<file path="src/rtl/mult_div_unit.sv">
// mult_div_unit: 32-step signed shift-add multiplier and restoring
// divider producing the HIGH/LOW results for the multicycle core.

module mult_div_unit #(
  parameter int WIDTH = 32
) (
  input  logic             Clk,
  input  logic             Reset,
  input  logic             Start,
  input  logic             Op,
  input  logic [WIDTH-1:0] A,
  input  logic [WIDTH-1:0] B,
  output logic             Busy,
  output logic             Done,
  output logic             DivZero,
  output logic [WIDTH-1:0] MultHigh,
  output logic [WIDTH-1:0] MultLow,
  output logic [WIDTH-1:0] DivHigh,
  output logic [WIDTH-1:0] DivLow
);

  localparam int CW = $clog2(WIDTH);
  localparam logic [CW-1:0] LastCount = CW'(WIDTH - 1);

  typedef enum logic [1:0] {
    IDLE,
    RUN,
    DONE,
    ERR
  } state_t;

  state_t state;
  state_t stateNext;

  logic capture;
  logic lastStep;
  logic bZero;

  logic [CW-1:0] count;
  logic          opDiv;
  logic          negProd;
  logic          negRem;

  logic [WIDTH-1:0] absA;
  logic [WIDTH-1:0] absB;
  logic [WIDTH-1:0] magA;
  logic [WIDTH-1:0] magB;

  logic [2*WIDTH-1:0] acc;
  logic [2*WIDTH-1:0] accStep;
  logic [WIDTH:0]     addSum;

  logic [WIDTH-1:0] rem;
  logic [WIDTH-1:0] quo;
  logic [WIDTH-1:0] remStep;
  logic [WIDTH-1:0] quoStep;
  logic [WIDTH:0]   shifted;
  logic [WIDTH:0]   trial;

  logic [WIDTH-1:0] multHighQ;
  logic [WIDTH-1:0] multLowQ;
  logic [WIDTH-1:0] divHighQ;
  logic [WIDTH-1:0] divLowQ;

  assign absA     = A[WIDTH-1] ? -A : A;
  assign absB     = B[WIDTH-1] ? -B : B;
  assign bZero    = (B == '0);
  assign lastStep = (state == RUN) && (count == LastCount);

  // State register
  always_ff @(posedge Clk) begin
    if (Reset) begin
      state <= IDLE;
    end else begin
      state <= stateNext;
    end
  end

  // Next state; DONE also serves as the first sampling slot so
  // back-to-back operations lose no cycle
  always_comb begin
    stateNext = state;
    capture   = 1'b0;
    unique case (state)
      IDLE, DONE: begin
        stateNext = IDLE;
        if (Start) begin
          if (Op && bZero) begin
            stateNext = ERR;
          end else begin
            stateNext = RUN;
            capture   = 1'b1;
          end
        end
      end
      RUN: begin
        if (count == LastCount) begin
          stateNext = DONE;
        end
      end
      ERR: begin
        stateNext = IDLE;
      end
      default: begin
        stateNext = IDLE;
      end
    endcase
  end

  // One multiply step: low half of acc holds the multiplier
  // and shifts out as product bits shift in from the top
  always_comb begin
    addSum  = {1'b0, acc[2*WIDTH-1:WIDTH]}
            + {1'b0, (acc[0] ? magA : {WIDTH{1'b0}})};
    accStep = {addSum, acc[WIDTH-1:1]};
  end

  // One restoring divide step: quo holds remaining dividend
  // bits above and finished quotient bits below
  always_comb begin
    shifted = {rem, quo[WIDTH-1]};
    trial   = shifted - {1'b0, magB};
    if (trial[WIDTH]) begin
      remStep = shifted[WIDTH-1:0];
      quoStep = {quo[WIDTH-2:0], 1'b0};
    end else begin
      remStep = trial[WIDTH-1:0];
      quoStep = {quo[WIDTH-2:0], 1'b1};
    end
  end

  // Operand capture, iteration and signed result load
  always_ff @(posedge Clk) begin
    if (Reset) begin
      count     <= '0;
      opDiv     <= 1'b0;
      negProd   <= 1'b0;
      negRem    <= 1'b0;
      magA      <= '0;
      magB      <= '0;
      acc       <= '0;
      rem       <= '0;
      quo       <= '0;
      multHighQ <= '0;
      multLowQ  <= '0;
      divHighQ  <= '0;
      divLowQ   <= '0;
    end else if (capture) begin
      count   <= '0;
      opDiv   <= Op;
      negProd <= A[WIDTH-1] ^ B[WIDTH-1];
      negRem  <= A[WIDTH-1];
      magA    <= absA;
      magB    <= absB;
      acc     <= {{WIDTH{1'b0}}, absB};
      rem     <= '0;
      quo     <= absA;
    end else if (state == RUN) begin
      count <= count + 1'b1;
      if (opDiv) begin
        rem <= remStep;
        quo <= quoStep;
      end else begin
        acc <= accStep;
      end
      if (lastStep) begin
        if (opDiv) begin
          divLowQ  <= negProd ? -quoStep : quoStep;
          divHighQ <= negRem ? -remStep : remStep;
        end else begin
          {multHighQ, multLowQ} <= negProd ? -accStep : accStep;
        end
      end
    end
  end

  assign Busy     = (state == RUN) || (state == DONE);
  assign Done     = (state == DONE);
  assign DivZero  = (state == ERR);
  assign MultHigh = multHighQ;
  assign MultLow  = multLowQ;
  assign DivHigh  = divHighQ;
  assign DivLow   = divLowQ;

endmodule

</file>
<file path="config.mk">
export PLATFORM = sky130hd
export DESIGN_NAME = mult_div_unit
export DESIGN_NICKNAME = d
export VERILOG_FILES = /design/src/rtl/mult_div_unit.sv
export SDC_FILE = /design/constraint.sdc
export NUM_CORES = 1
export LEC_CHECK = 0
export CORE_MARGIN = 3
export CORE_UTILIZATION = 53
export CTS_BUF_LIST = sky130_fd_sc_hd__clkbuf_2
export CTS_CLUSTER_DIAMETER = 40
export CTS_CLUSTER_SIZE = 40
export DETAILED_ROUTE_END_ITERATION = 8
export PLACE_DENSITY = 0.75
export SLEW_MARGIN = 20
export SYNTH_ARGS = -nofsm -noshare
export SYNTH_HDL_FRONTEND = slang
export SYNTH_SLANG_ARGS = --single-unit
</file>
<file path="constraint.sdc">
create_clock -name Clk -period 9.5 [get_ports Clk]
set_input_delay 0.95 -clock Clk [delete_from_list [all_inputs] [get_ports Clk]]
set_output_delay 0.95 -clock Clk [all_outputs]
set_load 0.01 [all_outputs]
</file>
==> results_dict.tcl, run 1 <==
set metrics [dict create \
    area_growth_pct 13.8 \
    finalPower_mw 3.25 \
    slew_headroom 0.330 \
    clock.fmax_mhz 169 \
    pin_count 199 \
    final_period_minus_worst_setup_slack_ns 5.90 \
    place.port_buffers 198 \
    setup_viol 0 \
    globalRoute.totalOverflow 0 \
    route.detailed.drc 0 \
    finalMaxSlewViolations 0 \
    fillers 3438 \
    ys_warn_count 0 \
    htree_levels 2 \
    cts_repair_resize_count 0 \
    synthesized_netlist_cell_count 2581 \
    largest_net_degree_at_the_start_of_global_routing 102 \
    chipHeight_um 203 \
    fin_worst_skew_ns 0.0844 \
    peakVddDrop_v 0.000109 \
    cts_root_buf "sky130_fd_sc_hd__clkbuf_2" \
    timing.final.crit_share 0.621 \
    power_density_nw_per_um2 139 \
    count_of_vias_placed_by_the_detailed_router 19400 \
    gp_routability_congestion 0.929 \
    synth_async_sr_flop_share 0 \
    synth_fp_nets 2726 \
    post_detailed_routing_wire_length_um 59900 \
    drv.max_cap_violation_count 0 \
    post_synth.cell_area_avg_sq_um 7.97 \
    slew_of_the_pin_with_the_lowest_slew_margin_ns 1.00 \
    cts-hold-fix-buffers 0 \
    clock_sink_count 330 \
    final_layout_size_suffix_gt1_frac 0.0622 \
    outcome "complete, no violations" \
    routed_via_density 6.00 \
    synth_cell_types 98 \
    worst-endpoint-required_ns 10.40 \
    cts_tree "yes" \
    startpoint_type "register" \
    drt_pre_antenna_iters 5 \
    die_area_sq_um 41200 \
    start_util 0.542 \
    synth_sequential_area_ratio 0.321 \
    nets 2822 \
    setup.worst_path.class "register to register" \
    yosys_register_bits 330 \
    most_common_cell_after_layout_fill_and_taps_aside "sky130_fd_sc_hd__dfxtp_1" \
    cts_setup_buffers 0 \
    hold_class "input pin to register" \
    antenna_violating_nets_remaining 0 \
    cts_inserted_buffers 50 \
    insertion_delay_ns 1.06 \
    place_hpwl_um 44300 \
    die_x_um 203 \
    most_used_flip_flop_cell_after_synthesis "sky130_fd_sc_hd__dfxtp_1" \
    layout.core_utilization 0.617 \
    vias_in_the_first_global_route 17800 \
    worst-endpoint-arrival_ns 6.80 \
    grt.total_usage 0.280 \
    layout_common_cells "329 x sky130_fd_sc_hd__dfxtp_1, 264 x sky130_fd_sc_hd__nand2_1, 262 x sky130_fd_sc_hd__nor2_1" \
    cts-root-to-sink-buffers 3 \
    core_outline_area_sq_um 37900 \
    setup_tns_ns 0 \
    hold_violations 0 \
    unrepaired_setup_endpoints_after_global_routing "false" \
    critical_path.max_fanout 43 \
    synthesis.area_sq_um 20600 \
    row_count 71 \
    first_iter_violations 1566 \
    synth_edf_count 0 \
    grt_pass1_wl_um 96000 \
    setup.worst_path.end_class "register" \
    antenna_found_initial 4 \
    clkTransAtPathRegs_ns 0.19 \
    power_leakage_nw 8.85 \
    dr_wl_cell_um 18.5 \
]
## cell usage after synthesis, types with 49 or more instances
library cell	instances	area (sq um)
sky130_fd_sc_hd__ha_1	75	938
sky130_fd_sc_hd__inv_1	61	229
sky130_fd_sc_hd__clkbuf_1	141	529
sky130_fd_sc_hd__nor3_1	51	255
sky130_fd_sc_hd__a21boi_0	49	368
sky130_fd_sc_hd__a21oi_1	206	1030
sky130_fd_sc_hd__o21ai_0	117	586
sky130_fd_sc_hd__xnor2_1	60	526
sky130_fd_sc_hd__mux2i_1	73	731
sky130_fd_sc_hd__nor2_1	264	991
sky130_fd_sc_hd__xor2_1	158	1380
sky130_fd_sc_hd__nand2_1	266	998
sky130_fd_sc_hd__dfxtp_1	330	6610
sky130_fd_sc_hd__o31ai_1	53	398
sky130_fd_sc_hd__a211oi_1	143	1070
## through the flow
stage                     hold WS [ns]  instances  area [sq um]  setup slack (ns)
after floorplan                  0.432       2581         20600              4.27
after global placement           0.441       3136         22700              3.84
after detailed placement         0.445       3136         22700              3.66
after CTS                        0.203       3228         23400              3.61
after global routing             0.302       3229         23400              3.19
final                            0.336       3230         23400              3.60
## worst paths after layout
| path | cells past startpoint | endpoint | slack, ns | start |
|---|---|---|---|---|
| worst max-delay path | 20 | DivLow[28] | 3.60 | quo[31] |
| worst min-delay path | 2 | state[0] | 0.34 | Reset |
| worst max register to register | 20 | DivLow[28] | 3.60 | quo[31] |
| worst min register to register | 2 | DivHigh[13] | 0.46 | DivHigh[13] |
## worst max-delay path: stages, from the launching register on
cell                       delay (ns)
sky130_fd_sc_hd__dfxtp_1         0.38
sky130_fd_sc_hd__inv_1           0.06
sky130_fd_sc_hd__ha_1            0.21
sky130_fd_sc_hd__fa_1            0.42
sky130_fd_sc_hd__nand2b_1        0.20
sky130_fd_sc_hd__a21oi_1         0.22
sky130_fd_sc_hd__o211ai_1        0.18
sky130_fd_sc_hd__o22ai_2         0.26
sky130_fd_sc_hd__a31oi_2         0.19
sky130_fd_sc_hd__xnor2_4         0.15
sky130_fd_sc_hd__buf_4           0.31
sky130_fd_sc_hd__inv_2           0.60
sky130_fd_sc_hd__ha_1            0.32
sky130_fd_sc_hd__nand2_1         0.11
sky130_fd_sc_hd__or2_2           0.33
sky130_fd_sc_hd__or4_1           0.42
sky130_fd_sc_hd__or4_1           0.54
sky130_fd_sc_hd__nand2b_1        0.23
sky130_fd_sc_hd__o31ai_1         0.28
sky130_fd_sc_hd__xor2_1          0.11
sky130_fd_sc_hd__a211oi_1        0.24
## flip-flops by register name, indices dropped and copies added (netlist names)
register	flops
acc	64
DivHigh	32
DivLow	32
MultHigh	32
MultLow	32
magA	32
magB	32
quo	32
rem	32
count	5
state	2
negProd	1
negRem	1
opDiv	1
## metal layers
layer,vias to the layer above,global-route usage,part of all wire
met5,-,0,0.00028
met4,2,0.0666,0.017
met3,75,0.0447,0.067
met2,607,0.429,0.44
met1,9166,0.414,0.48
li1,9521,-,-
## cell type report
class | instances | area, sq um | share of cell area
Clock buffer | 52 | 260 | 0.0111
Timing Repair Buffer | 214 | 2100 | 0.0896
Antenna cell | 2 | 5.00 | 0.000214
Clock inverter | 40 | 458 | 0.0196
Multi-Input combinational cell | 2016 | 13100 | 0.560
Sequential cell | 330 | 6610 | 0.282
Tap cell | 511 | 639 | 0.0273
Inverter | 65 | 244 | 0.0104
## logic make-up (layout without fill, tap and decap cells)
kind of cell	count (synthesis)	after routing	share of synthesized area
other cells	0	2	0
compound gates	795	795	0.259
fa+ha+maj	77	77	0.0476
simple gates	852	852	0.199
xor+xnor	219	219	0.0936
flops	330	330	0.321
mux	73	73	0.0355
buf+inv	235	371	0.0442
## report_power, final
| part | internal, mW | total (mW) | switching (mW) |
|---|---|---|---|
| combinational | 0.273 | 0.738 | 0.465 |
| clock | 0.407 | 1.00 | 0.597 |
| sequential | 1.44 | 1.51 | 0.0650 |
| total | 2.12 | 3.25 | 1.13 |
Power figures use the tool's default switching activity.
==> inputs of run 2 (changes only) <==
Clock period 9.5 ns to 5.6 ns, I/O delays scaled along.
==> results_dict.tcl, run 2 (synthesis gave the netlist of run 1 again) <==
set metrics [dict create \
    hold_class "input pin to register" \
    largest-register "acc" \
    min-delay-start "A[31]" \
    final_period_minus_worst_setup_slack_ns 4.92 \
    fillers 3445 \
    unrepaired_setup_endpoints_after_global_routing "false" \
    clkTransAtPathRegs_ns 0.23 \
    nets 2832 \
    die_area_sq_um 41200 \
    grt.total_usage 0.284 \
    first_iter_violations 1549 \
    critical_path.max_fanout 11 \
    pin_count 199 \
    start_util 0.542 \
    power_density_nw_per_um2 231 \
    place.port_buffers 198 \
    drt_pre_antenna_iters 6 \
    rr_endpoint "DivLow[30]" \
    grt_pass1_wl_um 96900 \
    antenna_violating_nets_remaining 0 \
    largest_reg_flops 64 \
    finalMaxSlewViolations 0 \
    htree_levels 2 \
    setup_tns_ns 0 \
    cts_repair_resize_count 0 \
    post_detailed_routing_wire_length_um 60500 \
    cts_inserted_buffers 48 \
    critPathSlowestCell "sky130_fd_sc_hd__or4_1" \
    core_outline_area_sq_um 37900 \
    setup_viol 0 \
    startpoint_type "register" \
    layout_common_cells "329 x sky130_fd_sc_hd__dfxtp_1, 264 x sky130_fd_sc_hd__nand2_1, 262 x sky130_fd_sc_hd__nor2_1" \
    whs_endpoint "negRem" \
    r2r_start "magB[5]" \
    cts_root_buf "sky130_fd_sc_hd__clkbuf_2" \
    route.detailed.drc 0 \
    peakVddDrop_v 0.000167 \
    reg2regPathDepth 18 \
    slew_headroom 0.397 \
    cts-root-to-sink-buffers 3 \
    vias_in_the_first_global_route 18100 \
    slew_of_the_pin_with_the_lowest_slew_margin_ns 0.904 \
    hold_violations 0 \
    worstPathCellList "inv_1 > ha_1 > a21oi_1 > nand2_1 > o211ai_1 > o22ai_2 > a31oi_2 > xnor2_4 > inv_2 > ha_1 > nand2_1 > or2_2 > or4_1 > or4_1 > nand2b_1 > o31ai_1 > xor2_1 > a211oi_1" \
    worst-endpoint-required_ns 6.49 \
    layout.cells.non_filler 3237 \
    setup.worst_path.end_class "register" \
    row_count 71 \
    worst-r2r-setup-slack_ns 0.68 \
    clock_sink_count 330 \
    hold-path-cell-count 3 \
    globalRoute.totalOverflow 0 \
    area_growth_pct 14.1 \
    place_hpwl_um 45500 \
    worst-endpoint-arrival_ns 5.81 \
    drv.max_cap_violation_count 0 \
    die_x_um 203 \
    worst_setup_path_start "magB[5]" \
    count_of_vias_placed_by_the_detailed_router 19500 \
    largest_net_degree_at_the_start_of_global_routing 97 \
    dr_wl_cell_um 18.7 \
    routed_via_density 6.01 \
    fin_worst_skew_ns 0.0912 \
    placedCellCount 3147 \
    antenna_found_initial 2 \
    final_layout_size_suffix_gt1_frac 0.0650 \
    power_leakage_nw 8.90 \
    most_common_cell_after_layout_fill_and_taps_aside "sky130_fd_sc_hd__dfxtp_1" \
    clock.fmax_mhz 203 \
    insertion_delay_ns 1.03 \
    gp_routability_congestion 0.935 \
    setup.worst_path.class "register to register" \
    outcome "complete, no violations" \
    timing.final.crit_share 0.878 \
    cts_tree "yes" \
    cpPeakStageDelay_ns 0.52 \
    chipHeight_um 203 \
]
## run 2: power breakdown
group | leakage [nW] | switching [mW] | internal [mW] | total (mW)
Sequential | 2.69 | 0.121 | 2.45 | 2.57
Combinational | 5.81 | 0.786 | 0.468 | 1.25
Clock | 0.407 | 1.04 | 0.571 | 1.61
## run 2: how the worst max path moves through the flow
stage               cells past startpoint  slack [ns]    endpoint
finish                                 18        0.68  DivLow[30]
global route                           18        0.26  DivLow[30]
CTS                                    19        0.66  DivLow[30]
detailed placement                     19        0.70  DivLow[30]
global placement                       18        0.80  DivLow[30]
floorplan                              23        0.37  DivLow[30]
## run 2: final cells by class
type / instances / area [sq um] / share of cell area
well taps: 511 / 639 / 0.0272
repair buffers: 226 / 2230 / 0.0949
clock inverters: 36 / 399 / 0.0170
clock buffers: 51 / 255 / 0.0109
flip-flops and latches: 330 / 6610 / 0.281
inverters: 65 / 244 / 0.0104
multi-input cells: 2016 / 13100 / 0.558
diodes: 2 / 5.00 / 0.000213
## run 2: worst max-delay path, delay by kind of cell (launching register included)
| kind | cells | cell delay, ns |
|---|---|---|
| buffers and inverters | 2 | 0.20 |
| and+or+nand+nor | 6 | 1.73 |
| adders and majority gates | 2 | 0.63 |
| AOI/OAI and AO/OA | 6 | 1.73 |
| xor gates and xnor gates | 2 | 0.22 |
| DFF | 1 | 0.34 |
## run 2: metal layers
layer / global-route usage / vias to the layer above / share of wire
met5: 0 / - / 0.00017
met4: 0.0777 / 2 / 0.023
met3: 0.0414 / 105 / 0.068
met2: 0.428 / 654 / 0.43
met1: 0.424 / 9172 / 0.48
li1: - / 9529 / -
## run 2: timing repair
| item | in CTS | in global routing |
|---|---|---|
| hold buffers | 1 | 0 |
| setup buffers | 0 | 0 |
| endpoints found under the hold margin | 62 | 0 |
## run 2: through the flow
step	util	total power [mW]	instance area, sq um	hold WS (ns)	setup WS [ns]
floorplan	-	3.47	20600	0.432	0.371
global placement	0.602	3.82	22800	0.441	0.799
detailed placement	0.602	3.84	22800	0.447	0.700
CTS	0.619	5.46	23500	0.0854	0.664
global route	0.619	5.72	23500	0.0332	0.258
finish	0.619	5.43	23500	0.138	0.684
==> inputs of run 3 (changes only) <==
Settings changed: PLACE_DENSITY 0.75 to 0.72, TNS_END_PERCENT set to 100.
==> results_dict.tcl, run 3 (synthesis gave the netlist of run 1 again) <==
set metrics [dict create \
    outcome "complete, no violations" \
    timing.final.ws_setup_ns 0.675 \
    htree_levels 2 \
    vias_in_the_first_global_route 18000 \
    drt_pre_antenna_iters 6 \
    setup_viol 0 \
    row_count 71 \
    unrepaired_setup_endpoints_after_global_routing "false" \
    worst-endpoint-required_ns 6.51 \
    start_util 0.542 \
    clock_sink_count 330 \
    cts-hold-fix-buffers 1 \
    drv.max_cap_violation_count 0 \
    largest-register "acc" \
    detailedPlace.worstSlack_ns 0.770 \
    clkTransAtPathRegs_ns 0.17 \
    cts_root_buf "sky130_fd_sc_hd__clkbuf_2" \
    core_outline_area_sq_um 37900 \
    hold_ws_ns 0.0571 \
    setup_tns_ns 0 \
    routed_via_density 5.99 \
    reg2regPathDepth 20 \
    finalMaxSlewViolations 0 \
    min-delay-start "A[31]" \
    area_growth_pct 14.5 \
    globalRoute.totalOverflow 0 \
    gp_routability_congestion 0.933 \
    cpPeakStageDelay_ns 0.52 \
    grt.total_usage 0.286 \
    hold_violations 0 \
    post_detailed_routing_wire_length_um 60600 \
    r2r_start "quo[31]" \
    critical_path.max_fanout 38 \
    cts_repair_resize_count 0 \
    layout_common_cells "329 x sky130_fd_sc_hd__dfxtp_1, 264 x sky130_fd_sc_hd__nand2_1, 262 x sky130_fd_sc_hd__nor2_1" \
    rr_endpoint "DivHigh[28]" \
    antenna_violating_nets_remaining 0 \
    setup.worst_path.class "register to register" \
    largest_net_degree_at_the_start_of_global_routing 120 \
    fin_worst_skew_ns 0.0926 \
    largest_reg_flops 64 \
    die_area_sq_um 41200 \
    cts_inserted_buffers 50 \
    final_layout_size_suffix_gt1_frac 0.0688 \
    slew_of_the_pin_with_the_lowest_slew_margin_ns 0.899 \
    power_leakage_nw 8.95 \
    grt_pass1_wl_um 97000 \
    place.port_buffers 198 \
    hold_class "input pin to register" \
    place_hpwl_um 45200 \
    die_x_um 203 \
    timing.final.crit_share 0.879 \
    critical_path.n_buffers_inverters 4 \
    route.detailed.drc 0 \
    nets 2840 \
    dr_wl_cell_um 18.7 \
    final_period_minus_worst_setup_slack_ns 4.92 \
    worst-endpoint-arrival_ns 5.84 \
    setup.worst_path.end_class "register" \
    insertion_delay_ns 1.06 \
    cts_setup_buffers 0 \
    worst-r2r-setup-slack_ns 0.68 \
    count_of_vias_placed_by_the_detailed_router 19500 \
    cts_tree "yes" \
    first_iter_violations 1511 \
    clock.fmax_mhz 203 \
    antenna_found_initial 5 \
    critPathSlowestCell "sky130_fd_sc_hd__a2111o_1" \
    peakVddDrop_v 0.000273 \
    layout.core_utilization 0.621 \
    critical-path-top-delay-family "compound AO/OA/AOI/OAI gates" \
    whs_endpoint "negRem" \
    chipHeight_um 203 \
    startpoint_type "register" \
    most_common_cell_after_layout_fill_and_taps_aside "sky130_fd_sc_hd__dfxtp_1" \
    slew_headroom 0.400 \
    cts-root-to-sink-buffers 3 \
    pin_count 199 \
    power_density_nw_per_um2 232 \
    hold-path-cell-count 3 \
    worstPathCellList "inv_1 > ha_1 > fa_1 > nand2b_1 > a21oi_1 > o211ai_1 > o22ai_2 > a31oi_2 > xnor2_4 > inv_2 > buf_4 > nor2_1 > a21oi_1 > ha_1 > inv_1 > a2111o_1 > nor3_2 > nand3b_1 > a21o_1 > a311oi_2" \
]
==> run 3: cell types whose count changed in the layout (fill, tap and decap cells not counted), moves of 2 or more <==
cell                         previous run  this run
sky130_fd_sc_hd__clkbuf_2              51        57
sky130_fd_sc_hd__inv_8                  8         5
sky130_fd_sc_hd__buf_4                 24        30
sky130_fd_sc_hd__clkinvlp_4             2         4
sky130_fd_sc_hd__clkinv_4               6         4
==> run 3: how the worst max path moves through the flow <==
stage / from / end / slack (ns) / cells after the start
floorplan: quo[31] / DivLow[30] / 0.37 / 23
global placement: quo[31] / DivLow[30] / 0.88 / 19
detailed placement: quo[31] / DivHigh[28] / 0.77 / 20
CTS: quo[31] / DivHigh[28] / 0.70 / 20
global route: magB[5] / DivHigh[28] / 0.26 / 19
finish: quo[31] / DivHigh[28] / 0.68 / 20
==> run 3: metrics by stage <==
stage	instance area (sq um)	power, mW	instances
floorplan	20600	3.47	2581
CTS	23600	5.51	3245
detailed placement	22900	3.85	3153
global route	23600	5.77	3247
finish	23600	5.47	3247
global placement	22900	3.83	3153
==> run 3: tightest hold or removal path, stage by stage <==
cell	delay (ns)
sky130_fd_sc_hd__buf_2	0.30
sky130_fd_sc_hd__nand2_1	0.13
sky130_fd_sc_hd__a21oi_1	0.06
==> run 3: layer usage <==
metal / routed length, um / share of wire / GRT usage
met1: 28700 / 0.47 / 0.416
met3: 4200 / 0.069 / 0.0468
met2: 26400 / 0.44 / 0.440
met4: 1260 / 0.021 / 0.0777
met5: 45 / 0.00074 / 0
==> run 3: cell type report <==
type | count | area (sq um)
Fill cell | 3436 | 14400
Inverter | 65 | 244
Clock inverter | 34 | 393
Multi-Input combinational cell | 2016 | 13100
Tap cell | 511 | 639
Timing Repair Buffer | 232 | 2270
Antenna cell | 2 | 5.00
Sequential cell | 330 | 6610
Clock buffer | 57 | 285
==> run 3: where the power goes <==
| group | internal, mW | switching (mW) |
|---|---|---|
| Sequential | 2.45 | 0.106 |
| Clock | 0.627 | 1.02 |
| Combinational | 0.475 | 0.797 |
| Total | 3.55 | 1.92 |
